**src/rtl/ram_sdp_rd_streamer.sv**
```systemverilog
`default_nettype none
// ============================================================================
// Module      : ram_sdp_rd_streamer
// Description : Burst read initiator for a simple-dual-port RAM. It turns a
//               (base address, word count) command into sequential RAM reads,
//               absorbs the fixed RAM read latency with a credit-controlled
//               output FIFO, and presents the words as a valid/ready stream
//               with an end-of-burst marker.
// Options     : RAM_SDP_RD_STREAMER_ABORT_EN adds an 'abort' input that
//               flushes an active burst without a done pulse.
// Revision    : 1.0 - initial release
// ============================================================================
module ram_sdp_rd_streamer #(
    parameter int DATA_WIDTH = 16,
    parameter int ADDR_WIDTH = 10,
    parameter int RD_LATENCY = 2
) (
    input  logic                  clk,
    input  logic                  rst_n,
    input  logic                  start,
    input  logic [ADDR_WIDTH-1:0] base_addr,
    input  logic [ADDR_WIDTH:0]   count,
    output logic                  busy,
    output logic                  done,
    output logic                  ram_rd_en,
    output logic [ADDR_WIDTH-1:0] ram_rd_addr,
    input  logic [DATA_WIDTH-1:0] ram_rd_data,
    output logic                  out_valid,
    input  logic                  out_ready,
    output logic [DATA_WIDTH-1:0] out_data,
`ifdef RAM_SDP_RD_STREAMER_ABORT_EN
    input  logic                  abort,
`endif
    output logic                  out_last
);

    // FIFO holds every read that may be in flight plus two words of slack,
    // which is what lets the stream run without bubbles.
    localparam int c_depth = RD_LATENCY + 2;
    localparam int c_ptr_w = $clog2(c_depth);
    localparam int c_occ_w = $clog2(c_depth + 1);
    localparam int c_sum_w = c_occ_w + 1;

    generate
        if (RD_LATENCY != 1 && RD_LATENCY != 2) begin : g_bad_latency
            $fatal(1, "ram_sdp_rd_streamer: RD_LATENCY must be 1 or 2");
        end
    endgenerate

    typedef enum logic [0:0] {
        ST_IDLE = 1'b0,
        ST_RUN  = 1'b1
    } state_t;

    state_t                  r_state;
    state_t                  w_state_nxt;
    logic                    r_done;
    logic                    w_done_nxt;
    logic                    w_load;
    logic                    w_issue;
    logic                    w_pop;
    logic                    w_capture;
    logic                    w_abort;
    logic                    w_credit;
    logic [ADDR_WIDTH-1:0]   r_addr;
    logic [ADDR_WIDTH:0]     r_issue_rem;
    logic [ADDR_WIDTH:0]     r_out_rem;
    logic [RD_LATENCY-1:0]   r_tags;
    logic [RD_LATENCY-1:0]   w_tags_nxt;
    logic [c_occ_w-1:0]      w_inflight;
    logic [c_occ_w-1:0]      r_occ;
    logic [c_ptr_w-1:0]      r_wr_ptr;
    logic [c_ptr_w-1:0]      r_rd_ptr;
    logic [DATA_WIDTH-1:0]   r_fifo [c_depth];

    function automatic logic [c_ptr_w-1:0] ptr_inc(input logic [c_ptr_w-1:0] p);
        return (p == c_ptr_w'(c_depth - 1)) ? '0 : p + c_ptr_w'(1);
    endfunction

`ifdef RAM_SDP_RD_STREAMER_ABORT_EN
    assign w_abort = abort && (r_state == ST_RUN);
`else
    assign w_abort = 1'b0;
`endif

    assign busy        = (r_state == ST_RUN);
    assign ram_rd_en   = (r_state == ST_RUN);
    assign ram_rd_addr = r_addr;
    assign done        = r_done;
    assign out_valid   = (r_occ != '0);
    assign out_data    = r_fifo[r_rd_ptr];
    assign out_last    = out_valid && (r_out_rem == (ADDR_WIDTH+1)'(1));
    assign w_pop       = out_valid && out_ready;
    assign w_capture   = r_tags[RD_LATENCY-1];

    // Count real reads still travelling through the RAM pipeline.
    always_comb begin
        w_inflight = '0;
        for (int i = 0; i < RD_LATENCY; i++) begin
            w_inflight = w_inflight + c_occ_w'(r_tags[i]);
        end
    end

    // Next state, command load, issue decision and done generation.
    always_comb begin
        w_state_nxt = r_state;
        w_done_nxt  = 1'b0;
        w_load      = 1'b0;
        w_credit    = (c_sum_w'(r_occ) + c_sum_w'(w_inflight)) < c_sum_w'(c_depth);
        w_issue     = 1'b0;
        case (r_state)
            ST_IDLE: begin
                if (start) begin
                    if (count != '0) begin
                        w_load      = 1'b1;
                        w_state_nxt = ST_RUN;
                    end else begin
                        w_done_nxt  = 1'b1;
                    end
                end
            end
            ST_RUN: begin
                w_issue = (r_issue_rem != '0) && w_credit;
                if (w_abort) begin
                    w_state_nxt = ST_IDLE;
                end else if (w_pop && out_last) begin
                    w_state_nxt = ST_IDLE;
                    w_done_nxt  = 1'b1;
                end
            end
            default: w_state_nxt = ST_IDLE;
        endcase
    end

    // State and done pulse registers.
    always_ff @(posedge clk or negedge rst_n) begin
        if (!rst_n) begin
            r_state <= ST_IDLE;
            r_done  <= 1'b0;
        end else begin
            r_state <= w_state_nxt;
            r_done  <= w_done_nxt;
        end
    end

    // Tag shift register mirrors the RAM read pipeline; a 1 marks a real read.
    generate
        if (RD_LATENCY == 1) begin : g_tag_single
            assign w_tags_nxt = w_issue;
        end else begin : g_tag_chain
            assign w_tags_nxt = {r_tags[RD_LATENCY-2:0], w_issue};
        end
    endgenerate

    // Tag pipeline register, cleared on abort so stale reads are dropped.
    always_ff @(posedge clk or negedge rst_n) begin
        if (!rst_n) begin
            r_tags <= '0;
        end else if (w_abort) begin
            r_tags <= '0;
        end else begin
            r_tags <= w_tags_nxt;
        end
    end

    // Address counter and the issue / output remaining counters.
    always_ff @(posedge clk or negedge rst_n) begin
        if (!rst_n) begin
            r_addr      <= '0;
            r_issue_rem <= '0;
            r_out_rem   <= '0;
        end else if (w_load) begin
            r_addr      <= base_addr;
            r_issue_rem <= count;
            r_out_rem   <= count;
        end else begin
            if (w_issue) begin
                r_addr      <= r_addr + ADDR_WIDTH'(1);
                r_issue_rem <= r_issue_rem - (ADDR_WIDTH+1)'(1);
            end
            if (w_pop) begin
                r_out_rem   <= r_out_rem - (ADDR_WIDTH+1)'(1);
            end
        end
    end

    // FIFO pointers and occupancy; abort empties the FIFO.
    always_ff @(posedge clk or negedge rst_n) begin
        if (!rst_n) begin
            r_wr_ptr <= '0;
            r_rd_ptr <= '0;
            r_occ    <= '0;
        end else if (w_abort) begin
            r_wr_ptr <= '0;
            r_rd_ptr <= '0;
            r_occ    <= '0;
        end else begin
            if (w_capture) begin
                r_wr_ptr <= ptr_inc(r_wr_ptr);
            end
            if (w_pop) begin
                r_rd_ptr <= ptr_inc(r_rd_ptr);
            end
            case ({w_capture, w_pop})
                2'b10:   r_occ <= r_occ + c_occ_w'(1);
                2'b01:   r_occ <= r_occ - c_occ_w'(1);
                default: r_occ <= r_occ;
            endcase
        end
    end

    // FIFO storage; cleared on reset so out_data starts at zero.
    always_ff @(posedge clk or negedge rst_n) begin
        if (!rst_n) begin
            for (int i = 0; i < c_depth; i++) begin
                r_fifo[i] <= '0;
            end
        end else if (w_capture && !w_abort) begin
            r_fifo[r_wr_ptr] <= ram_rd_data;
        end
    end

endmodule
`default_nettype wire

```
**config.mk**
```make
export PLATFORM = sky130hd
export DESIGN_NAME = ram_sdp_rd_streamer
export DESIGN_NICKNAME = d
export VERILOG_FILES = /design/src/rtl/ram_sdp_rd_streamer.sv
export SDC_FILE = /design/constraint.sdc
export NUM_CORES = 1
export LEC_CHECK = 0
export ABC_CLOCK_PERIOD_IN_PS = 1900
export BUFFER_PORTS_ARGS = -buffer_cell sky130_fd_sc_hd__buf_2
export CELL_PAD_IN_SITES_DETAIL_PLACEMENT = 0
export CELL_PAD_IN_SITES_GLOBAL_PLACEMENT = 1
export CORE_ASPECT_RATIO = 0.8
export CORE_MARGIN = 8
export CORE_UTILIZATION = 40
export CTS_CLUSTER_SIZE = 20
export DETAILED_ROUTE_END_ITERATION = 10
export PLACE_DENSITY_LB_ADDON = 0.25
export RECOVER_POWER = 25
export SLEW_MARGIN = 5
export SYNTH_ARGS = -nofsm -noshare
export SYNTH_HDL_FRONTEND = slang
export SYNTH_SLANG_ARGS = --single-unit
```
**constraint.sdc**
```tcl
create_clock -name clk -period 1.9 [get_ports clk]
set_input_delay 0.38 -clock clk [delete_from_list [all_inputs] [get_ports clk]]
set_output_delay 0.38 -clock clk [all_outputs]
set_load 0.01 [all_outputs]
```
==> impl_metrics.yaml, run 1 <==
worst_setup_path:
  crit_chain: "or4_4 > or4_4 > nand2_8 > inv_6 > a21o_1 > a221o_1"
  crit_path_start_kind: "register"
  cp.arrival_ns: 2.36
  path_class: "reg2reg"
  slowest_delay_ns: 0.53
  crit_required_ns: 2.14
  path_delay_family: "simple AND/OR/NAND/NOR gates"
  cp_max_fo: 4
  critPathBufInv: 1
  end_kind: "register"
  cp_common_cell: "or4_4"
  cpMaxStageDelayCell: "or4_4"
die:
  initial_core_util: 0.405
  fp.dieArea_um2: 16800
  core_area_um2: 12700
  ioPinCount: 72
  die_x_um: 143
  die_h_um: 117
  num_rows: 37
flow_run:
  drv_cap: 0
global_routing:
  grt_pass1_vias: 3980
  antenna_found_initial: 0
  grt_first_pass_wirelength_mm: 19.8
  grt_max_degree: 36
  gr-total-overflow: 0
  grt_usage: 0.148
sta:
  fmax_mhz: 472
  worst_slew_pin_slew_ns: 1.17
  slew_violations: 0
  fin_skew_ns: 0.00576
  hold_viol: 0
  min_period_ns: 2.12
  fin_setup_tns_ns: -3.66
  final.setup.worst_slack_ns: -0.219
  relSlewSlack: 0.220
  setup_viol_count_final: 37
  period_share: 1.12
  rsz0062_at_grt: "true"
cells_and_area:
  stdcell_area_um2: 6700
  nets: 597
  synthToLayoutAreaGrowth_pct: 30.2
  final_cells: 724
  drive_above_1_share: 0.470
  antenna_cells: 0
drt:
  num_vias: 3732
  drt-initial-drc-count: 155
  drc_errors: 0
  post_drt_wl_per_cell_um: 16.7
  ant_nets: 0
  vias_per_cell: 5.15
  drt-pass1-iter-count: 4
  routed_wirelength_mm: 12.1
logic_synthesis:
  synth.avg_cell_area_um2: 12.5
  syn_nets: 466
  synth_area_leader_cell: "dfrtp_1"
  synthArstFlopShare: 1.00
  syn_inst: 413
  ys_types: 51
  ys_seq_elements: 107
  synth_edf_count: 0
  synth_warnings: 0
  syn_area_um2: 5150
  synth_common_cells: "dfrtp_1 (107), mux2_2 (64), nand2_1 (37)"
  synth_top_area_share: 0.520
  yosysSeqAreaShare: 0.520
  ys.flop_type: "dfrtp_1"
  yosys-top-cells-area: "dfrtp_1 (52%), mux2_2 (14%), mux4_2 (7.0%)"
  yosysMostFrequentCell: "dfrtp_1"
power_and_ir_drop:
  switchingPower_w: 0.00430
  power_density_nw_per_um2: 1810
  switching_share: 0.354
  p_int_w: 0.00783
  peakVddDrop_v: 0.000610
  clkPwrFrac: 0.150
  power.leakage_nw: 2.96
  power_frac_comb: 0.515
  sequentialPowerShare: 0.335
cts:
  clkSinkCount: 107
  cts_tree: "built"
  clock_path_buffers: 2
  clkTransAtPathRegs_ns: 0.08
  clock-root-buffer: "clkbuf_16"
  cts_buffers: 9
  ctsHtreeMaxLevel: 3
  insertion_delay_ns: 0.35
placed_design:
  place_inst: 696
  io_buffers: 71
  dpl.hpwl_mm: 8.67
  gp_congestion: 0.852
  place_area_um2: 6180
hold_path:
  holdCritPathClass: "in2reg"
run_status:
  status: "finished with violations"
  violations: "negative setup slack"
per-stage QoR:
step	hold slack, ns	worst slack (ns)	power, W	util
4_1_cts	0.263	-0.215	0.0119	0.518
3_3_place_gp	0.287	-0.204	0.00948	0.485
3_5_place_dp	0.291	-0.228	0.00967	0.485
6_report	0.273	-0.219	0.0121	0.526
5_1_grt	0.283	-0.250	0.0130	0.526
2_1_floorplan	0.0844	-0.194	0.00760	-
state kept, by name (all words and copies together), names as in the netlist:
register / flops
r_wr_ptr: 2
busy: 1
r_out_rem: 11
r_issue_rem: 11
r_tags: 2
r_occ: 3
r_rd_ptr: 2
ram_rd_addr: 10
done: 1
r_fifo: 64
worst reg2reg max path: stages (launching register included):
cell,delay (ns)
dfrtp_1,0.38
or4_4,0.53
or4_4,0.50
nand2_8,0.12
inv_6,0.04
a21o_1,0.15
a221o_1,0.29
per-layer routing:
layer | up-vias | wire length [µm] | part of all wire | track usage
met1 | 1859 | 5540 | 0.46 | 0.183
met5 | - | 0 | 0 | 0
li1 | 1771 | - | - | -
met4 | 0 | 191 | 0.016 | 0.0398
met2 | 86 | 5750 | 0.48 | 0.243
met3 | 16 | 618 | 0.051 | 0.0499
power groups by stage:
| stage | Clock [W] | Sequential (W) | Combinational (W) |
|---|---|---|---|
| after floorplan | 0 | 0.00394 | 0.00366 |
| after global placement | 0 | 0.00403 | 0.00546 |
| after detailed placement | 0 | 0.00409 | 0.00557 |
| after CTS | 0.00189 | 0.00405 | 0.00598 |
| after global routing | 0.00197 | 0.00421 | 0.00681 |
| final | 0.00182 | 0.00407 | 0.00624 |
cell usage in the layout, fill, tap and decap left out, types with 6 or more instances in the layout:
cell type	Yosys	layout
xor2_1	6	6
buf_6	1	17
nand2_1	37	33
mux2_2	64	64
nor3_1	9	9
o21ai_1	1	7
dfrtp_1	107	106
inv_1	15	14
nor2_1	18	18
buf_2	2	60
xnor2_1	8	8
mux4_2	16	16
nand3_1	11	9
o21ai_0	21	15
ha_1	11	10
clkbuf_16	0	10
buf_12	0	6
a21oi_1	9	8
buf_4	2	49
area by class of cell:
type / instances / area, µm²
Timing Repair Buffer: 135 / 1020
Inverter: 17 / 73.8
Fill cell: 1135 / 6030
Multi-Input combinational cell: 274 / 2430
Clock buffer: 10 / 229
Clock inverter: 6 / 56.3
Tap cell: 175 / 219
Sequential cell: 107 / 2680
kinds of logic (layout without fill, tap and decap cells):
family                   Yosys count  count (layout)  synth area share
flip-flops                       107             107             0.520
AND/OR/NAND/NOR                  104             104             0.101
multiplexers                      80              80             0.210
AO/OA/AOI/OAI                     64              64            0.0875
buffers and inverters             32             168            0.0277
XOR/XNOR                          14              14            0.0238
adder cells (fa/ha/maj)           12              12            0.0306
what timing repair did:
item | in CTS | in global routing
hold buffers | 1 | 0
hold endpoints to repair | 17 | 0
cloned | 0 | 1
pin swaps | 4 | 12
setup buffers | 5 | 6
endpoints found under the setup margin | 39 | 42
gates resized for setup | 18 | 22
path summary, 6_finish.rpt:
kind | from | to | slack (ns) | cells after the start
hold / removal | base_addr[4] | ram_rd_addr[4]$_DFFE_PN0P_ | 0.27 | 3
setup / recovery | r_issue_rem[8]$_DFFE_PN0P_ | r_issue_rem[3]$_DFFE_PN0P_ | -0.22 | 6
hold reg to reg | r_tags[0]$_DFF_PN0_ | r_tags[1]$_DFF_PN0_ | 0.38 | 0
min in group asynchronous | rst_n | r_fifo[32]$_DFFE_PN0P_ | 0.78 | 2
max in group asynchronous | rst_n | r_rd_ptr[0]$_DFFE_PN0P_ | 0.19 | 3
setup reg to reg | r_issue_rem[8]$_DFFE_PN0P_ | r_issue_rem[3]$_DFFE_PN0P_ | -0.22 | 6
No activity file was read; power rests on OpenSTA's default activity.
==> inputs of run 2 (changes only) <==
--- a/config.mk
+++ b/config.mk
@@ -10,7 +10,7 @@
 export CELL_PAD_IN_SITES_DETAIL_PLACEMENT = 0
 export CELL_PAD_IN_SITES_GLOBAL_PLACEMENT = 1
 export CORE_ASPECT_RATIO = 0.8
-export CORE_MARGIN = 8
+export CORE_MARGIN = 2
 export CORE_UTILIZATION = 40
 export CTS_CLUSTER_SIZE = 20
 export DETAILED_ROUTE_END_ITERATION = 10
==> impl_metrics.yaml, run 2 (synthesis results as in run 1) <==
cts:
  clock-root-buffer: "clkbuf_16"
  clock_path_buffers: 2
  cts_tree: "built"
  clkTransAtPathRegs_ns: 0.07
  clkSinkCount: 107
  ctsHtreeMaxLevel: 3
  insertion_delay_ns: 0.35
  cts_buffers: 9
cells_and_area:
  top_register: "r_fifo"
  antenna_cells: 0
  synthToLayoutAreaGrowth_pct: 31.8
  multiInputGateArea_um2: 2470
  mostFrequentLayoutCells: "dfrtp_1 (106), mux2_2 (64), buf_2 (58)"
  final_cells: 726
  fillers: 1090
  drive_above_1_share: 0.497
  regArea_um2: 2680
  final_core_utilization: 0.533
  reg_top3: "r_fifo x64, r_issue_rem x11, r_out_rem x11"
  nets: 599
  largest_register_ffs: 64
  final_common_cell: "dfrtp_1"
worst_setup_path:
  cp.arrival_ns: 2.36
  r2r_slack_ns: -0.23
  crit_path_start_kind: "register"
  path_class: "reg2reg"
  cp_max_fo: 4
  end_kind: "register"
  crit_required_ns: 2.13
sta:
  whs_ns: 0.281
  setup_viol_count_final: 36
  worst_slew_pin_slew_ns: 0.796
  fin_skew_ns: 0.00572
  period_share: 1.12
  final.setup.worst_slack_ns: -0.226
  hold_viol: 0
  min_period_ns: 2.13
  rsz0062_at_grt: "true"
  relSlewSlack: 0.470
  slew_violations: 0
  fmax_mhz: 470
power_and_ir_drop:
  power.leakage_nw: 2.99
  switchingPower_w: 0.00438
  power_density_nw_per_um2: 1840
  power_frac_comb: 0.513
  switching_share: 0.351
  p_int_w: 0.00810
  sequentialPowerShare: 0.329
  peakVddDrop_v: 0.000686
  power_w: 0.0125
  clkPwrFrac: 0.158
die:
  ioPinCount: 72
  die_x_um: 131
  initial_core_util: 0.405
  fp.dieArea_um2: 13800
  core_area_um2: 12700
  die_h_um: 105
  num_rows: 37
placed_design:
  place_inst: 700
  post-place-ws_ns: -0.202
  dpl.hpwl_mm: 8.34
  io_buffers: 71
  gp_congestion: 0.868
drt:
  post_drt_wl_per_cell_um: 16.3
  ant_nets: 0
  drt-initial-drc-count: 207
  drt-pass1-iter-count: 4
  routed_wirelength_mm: 11.8
  num_vias: 3722
  vias_per_cell: 5.13
  drc_errors: 0
run_status:
  violations: "negative setup slack"
  status: "finished with violations"
global_routing:
  antenna_found_initial: 0
  grt_pass1_vias: 3976
  grt_first_pass_wirelength_mm: 19.4
  grt_max_degree: 42
  gr-total-overflow: 0
  grt_usage: 0.182
hold_path:
  holdCritPathClass: "in2reg"
flow_run:
  drv_cap: 0
run 2: changes by cell type in the layout (fill, tap and decap cells not counted), sizes merged:
cell,delta
clkbuf,+1
bufinv,+1
buf,+1
clkinvlp,-1
run 2: per-stage QoR:
| stage | setup TNS (ns) | area, µm² |
|---|---|---|
| 5_1_grt | -5.96 | 6790 |
| 6_report | -3.80 | 6790 |
| 3_5_place_dp | -3.20 | 6170 |
| 3_3_place_gp | -2.50 | 6170 |
| 2_1_floorplan | -1.14 | 5190 |
| 4_1_cts | -4.60 | 6630 |
run 2: power by group through the flow:
| stage | clock, W | sequential (W) | combinational [W] |
|---|---|---|---|
| 6_report | 0.00197 | 0.00411 | 0.00641 |
| 5_1_grt | 0.00212 | 0.00424 | 0.00703 |
| 3_3_place_gp | 0 | 0.00404 | 0.00538 |
| 4_1_cts | 0.00202 | 0.00410 | 0.00591 |
| 2_1_floorplan | 0 | 0.00394 | 0.00366 |
| 3_5_place_dp | 0 | 0.00412 | 0.00550 |
run 2: worst max-delay path, stage by stage (launching register included):
cell,delay (ns)
dfrtp_1,0.39
or4_4,0.53
or4_4,0.50
nand2_8,0.12
inv_6,0.04
a21o_1,0.14
a221o_1,0.29
run 2: final cells by class:
| cell class | instances | share of cell area |
|---|---|---|
| repair buffers | 137 | 0.152 |
| clock inverters | 6 | 0.0116 |
| flip-flops and latches | 107 | 0.395 |
| well taps | 175 | 0.0323 |
| inverters | 17 | 0.0109 |
| multi-input cells | 274 | 0.363 |
| clock buffers | 10 | 0.0352 |
run 2: per-layer routing:
layer	vias to the layer above	global-route usage	routed length, µm
met1	1857	0.230	5170
met5	-	0	0
met4	0	0.0547	185
li1	1769	-	-
met2	79	0.313	6000
met3	17	0.0401	470
run 2: timing repair:
action	4_1_cts	5_1_grt
setup endpoints to repair	36	41
hold buffers	1	0
setup buffers	4	4
hold endpoints to repair	29	0
resized for setup	20	40
gates cloned	1	0
pin swaps	2	11
run 2: worst paths after layout:
| check | startpoint | end | cells past startpoint |
|---|---|---|---|
| worst max-delay path | r_issue_rem[8]$_DFFE_PN0P_ | r_issue_rem[3]$_DFFE_PN0P_ | 6 |
| worst min-delay path | base_addr[4] | ram_rd_addr[4]$_DFFE_PN0P_ | 3 |
| worst max register to register | r_issue_rem[8]$_DFFE_PN0P_ | r_issue_rem[3]$_DFFE_PN0P_ | 6 |
| worst min register to register | r_tags[0]$_DFF_PN0_ | r_tags[1]$_DFF_PN0_ | 0 |
| max in group asynchronous | rst_n | ram_rd_addr[1]$_DFFE_PN0P_ | 3 |
| min in group asynchronous | rst_n | r_fifo[48]$_DFFE_PN0P_ | 2 |
==> inputs of run 3 (changes only) <==
--- a/config.mk
+++ b/config.mk
@@ -5,9 +5,8 @@
 export SDC_FILE = /design/constraint.sdc
 export NUM_CORES = 1
 export LEC_CHECK = 0
-export ABC_CLOCK_PERIOD_IN_PS = 1900
 export BUFFER_PORTS_ARGS = -buffer_cell sky130_fd_sc_hd__buf_2
-export CELL_PAD_IN_SITES_DETAIL_PLACEMENT = 0
+export CELL_PAD_IN_SITES_DETAIL_PLACEMENT = 1
 export CELL_PAD_IN_SITES_GLOBAL_PLACEMENT = 1
 export CORE_ASPECT_RATIO = 0.8
 export CORE_MARGIN = 2
==> impl_metrics.yaml, run 3 (synthesis results as in run 1) <==
drt:
  ant_nets: 0
  drt-pass1-iter-count: 4
  drt-initial-drc-count: 168
  drc_errors: 0
  vias_per_cell: 5.28
  routed_wirelength_mm: 13.3
  post_drt_wl_per_cell_um: 18.1
  num_vias: 3862
sta:
  rsz0062_at_grt: "true"
  period_share: 1.11
  relSlewSlack: 0.441
  fin_skew_ns: 0.00489
  fin_setup_tns_ns: -3.69
  slew_violations: 0
  worst_slew_pin_slew_ns: 0.839
  hold_viol: 0
  whs_ns: 0.275
  min_period_ns: 2.11
  final.setup.worst_slack_ns: -0.214
  setup_viol_count_final: 37
  fmax_mhz: 473
cells_and_area:
  stdcell_area_um2: 6790
  synthToLayoutAreaGrowth_pct: 31.9
  nets: 605
  top_register: "r_fifo"
  largest_register_ffs: 64
  mostFrequentLayoutCells: "dfrtp_1 (106), mux2_2 (64), buf_4 (58)"
  antenna_cells: 0
  final_common_cell: "dfrtp_1"
  reg_top3: "r_fifo x64, r_issue_rem x11, r_out_rem x11"
  fillers: 1316
  drive_above_1_share: 0.488
power_and_ir_drop:
  sequentialPowerShare: 0.330
  clkPwrFrac: 0.151
  switchingPower_w: 0.00449
  p_int_w: 0.00809
  power.leakage_nw: 3.00
  power_frac_comb: 0.519
  switching_share: 0.357
  power_density_nw_per_um2: 1850
  peakVddDrop_v: 0.000713
global_routing:
  grt_pass1_vias: 4271
  antenna_found_initial: 0
  grt_usage: 0.203
  grt_first_pass_wirelength_mm: 21.4
  gr-total-overflow: 0
  grt_max_degree: 42
die:
  num_rows: 37
  initial_core_util: 0.405
  die_x_um: 131
  die_h_um: 105
  fp.dieArea_um2: 13800
  ioPinCount: 72
  core_area_um2: 12700
worst_setup_path:
  slowest_delay_ns: 0.54
  cp_common_cell: "or4_4"
  crit_chain: "or4_4 > or4_4 > nand2_8 > inv_6 > a21o_1 > a221o_1"
  crit_required_ns: 2.13
  end_kind: "register"
  cp.arrival_ns: 2.35
  path_delay_family: "simple AND/OR/NAND/NOR gates"
  critPathBufInv: 1
  cpMaxStageDelayCell: "or4_4"
  path_class: "reg2reg"
  cp_max_fo: 4
  crit_path_start_kind: "register"
cts:
  ctsHtreeMaxLevel: 3
  cts_buffers: 9
  clkSinkCount: 107
  clkTransAtPathRegs_ns: 0.07
  clock-root-buffer: "clkbuf_16"
  insertion_delay_ns: 0.35
  clock_path_buffers: 2
  cts_tree: "built"
hold_path:
  holdCritPathClass: "in2reg"
placed_design:
  place_area_um2: 6170
  gp_congestion: 0.868
  post-place-ws_ns: -0.232
  io_buffers: 71
  dpl.hpwl_mm: 9.35
run_status:
  status: "finished with violations"
  violations: "negative setup slack"
flow_run:
  drv_cap: 0
==> run 3: changes by cell type in the layout (fill, tap and decap cells not counted), moves of 3 or more <==
cell / delta
nand2_2: -3
o21ai_2: -4
buf_4: +5
buf_6: +4
nand2_1: +3
==> run 3: power groups by stage <==
stage	Combinational (W)	Clock (W)	Sequential [W]
after global routing	0.00713	0.00206	0.00428
after floorplan	0.00366	0	0.00394
after detailed placement	0.00559	0	0.00416
final	0.00652	0.00190	0.00415
after global placement	0.00538	0	0.00404
after CTS	0.00607	0.00196	0.00414
==> run 3: routing by layer <==
metal / vias to the layer above / global-route usage / wire, µm / part of all wire
met5: - / 0 / 0 / 0
met4: 0 / 0.0433 / 106 / 0.0080
met3: 10 / 0.0523 / 456 / 0.034
met2: 73 / 0.369 / 7220 / 0.54
met1: 1994 / 0.241 / 5480 / 0.41
li1: 1785 / - / - / -
==> run 3: cell type report <==
type | instances | area, µm² | area share
Timing Repair Buffer | 143 | 1080 | 0.159
Clock buffer | 10 | 229 | 0.0337
Tap cell | 175 | 219 | 0.0322
Sequential cell | 107 | 2680 | 0.394
Inverter | 17 | 73.8 | 0.0109
Multi-Input combinational cell | 274 | 2440 | 0.360
Clock inverter | 6 | 70.1 | 0.0103
==> run 3: tightest hold or removal path: stages <==
cell	delay [ns]
buf_2	0.08
nor2_1	0.03
a21oi_1	0.10
==> run 3: worst paths after layout <==
check,to,depth (start not counted),slack (ns),from
worst max-delay path,r_issue_rem[3]$_DFFE_PN0P_,6,-0.21,r_issue_rem[8]$_DFFE_PN0P_
worst min-delay path,ram_rd_addr[9]$_DFFE_PN0P_,3,0.27,base_addr[9]
worst max register to register,r_issue_rem[3]$_DFFE_PN0P_,6,-0.21,r_issue_rem[8]$_DFFE_PN0P_
worst min register to register,r_tags[1]$_DFF_PN0_,0,0.40,r_tags[0]$_DFF_PN0_
max in group asynchronous,ram_rd_addr[5]$_DFFE_PN0P_,3,0.30,rst_n
min in group asynchronous,r_fifo[50]$_DFFE_PN0P_,2,0.67,rst_n
==> run 3: what timing repair did <==
action                                  4_1_cts  5_1_grt
hold endpoints to repair                     29        0
cloned                                        1        0
buffers inserted                              8        6
endpoints found under the setup margin       39       43
hold buffers                                  1        0
pin swaps                                     7       17
gates resized for setup                      21       30
==> run 3: metrics by stage <==
| step | power (W) | util | std cells |
|---|---|---|---|
| CTS | 0.0122 | 0.522 | 726 |
| detailed placement | 0.00975 | 0.485 | 700 |
| global route | 0.0135 | 0.533 | 732 |
| finish | 0.0126 | 0.533 | 732 |
| global placement | 0.00943 | 0.485 | 700 |
| floorplan | 0.00760 | - | 413 |
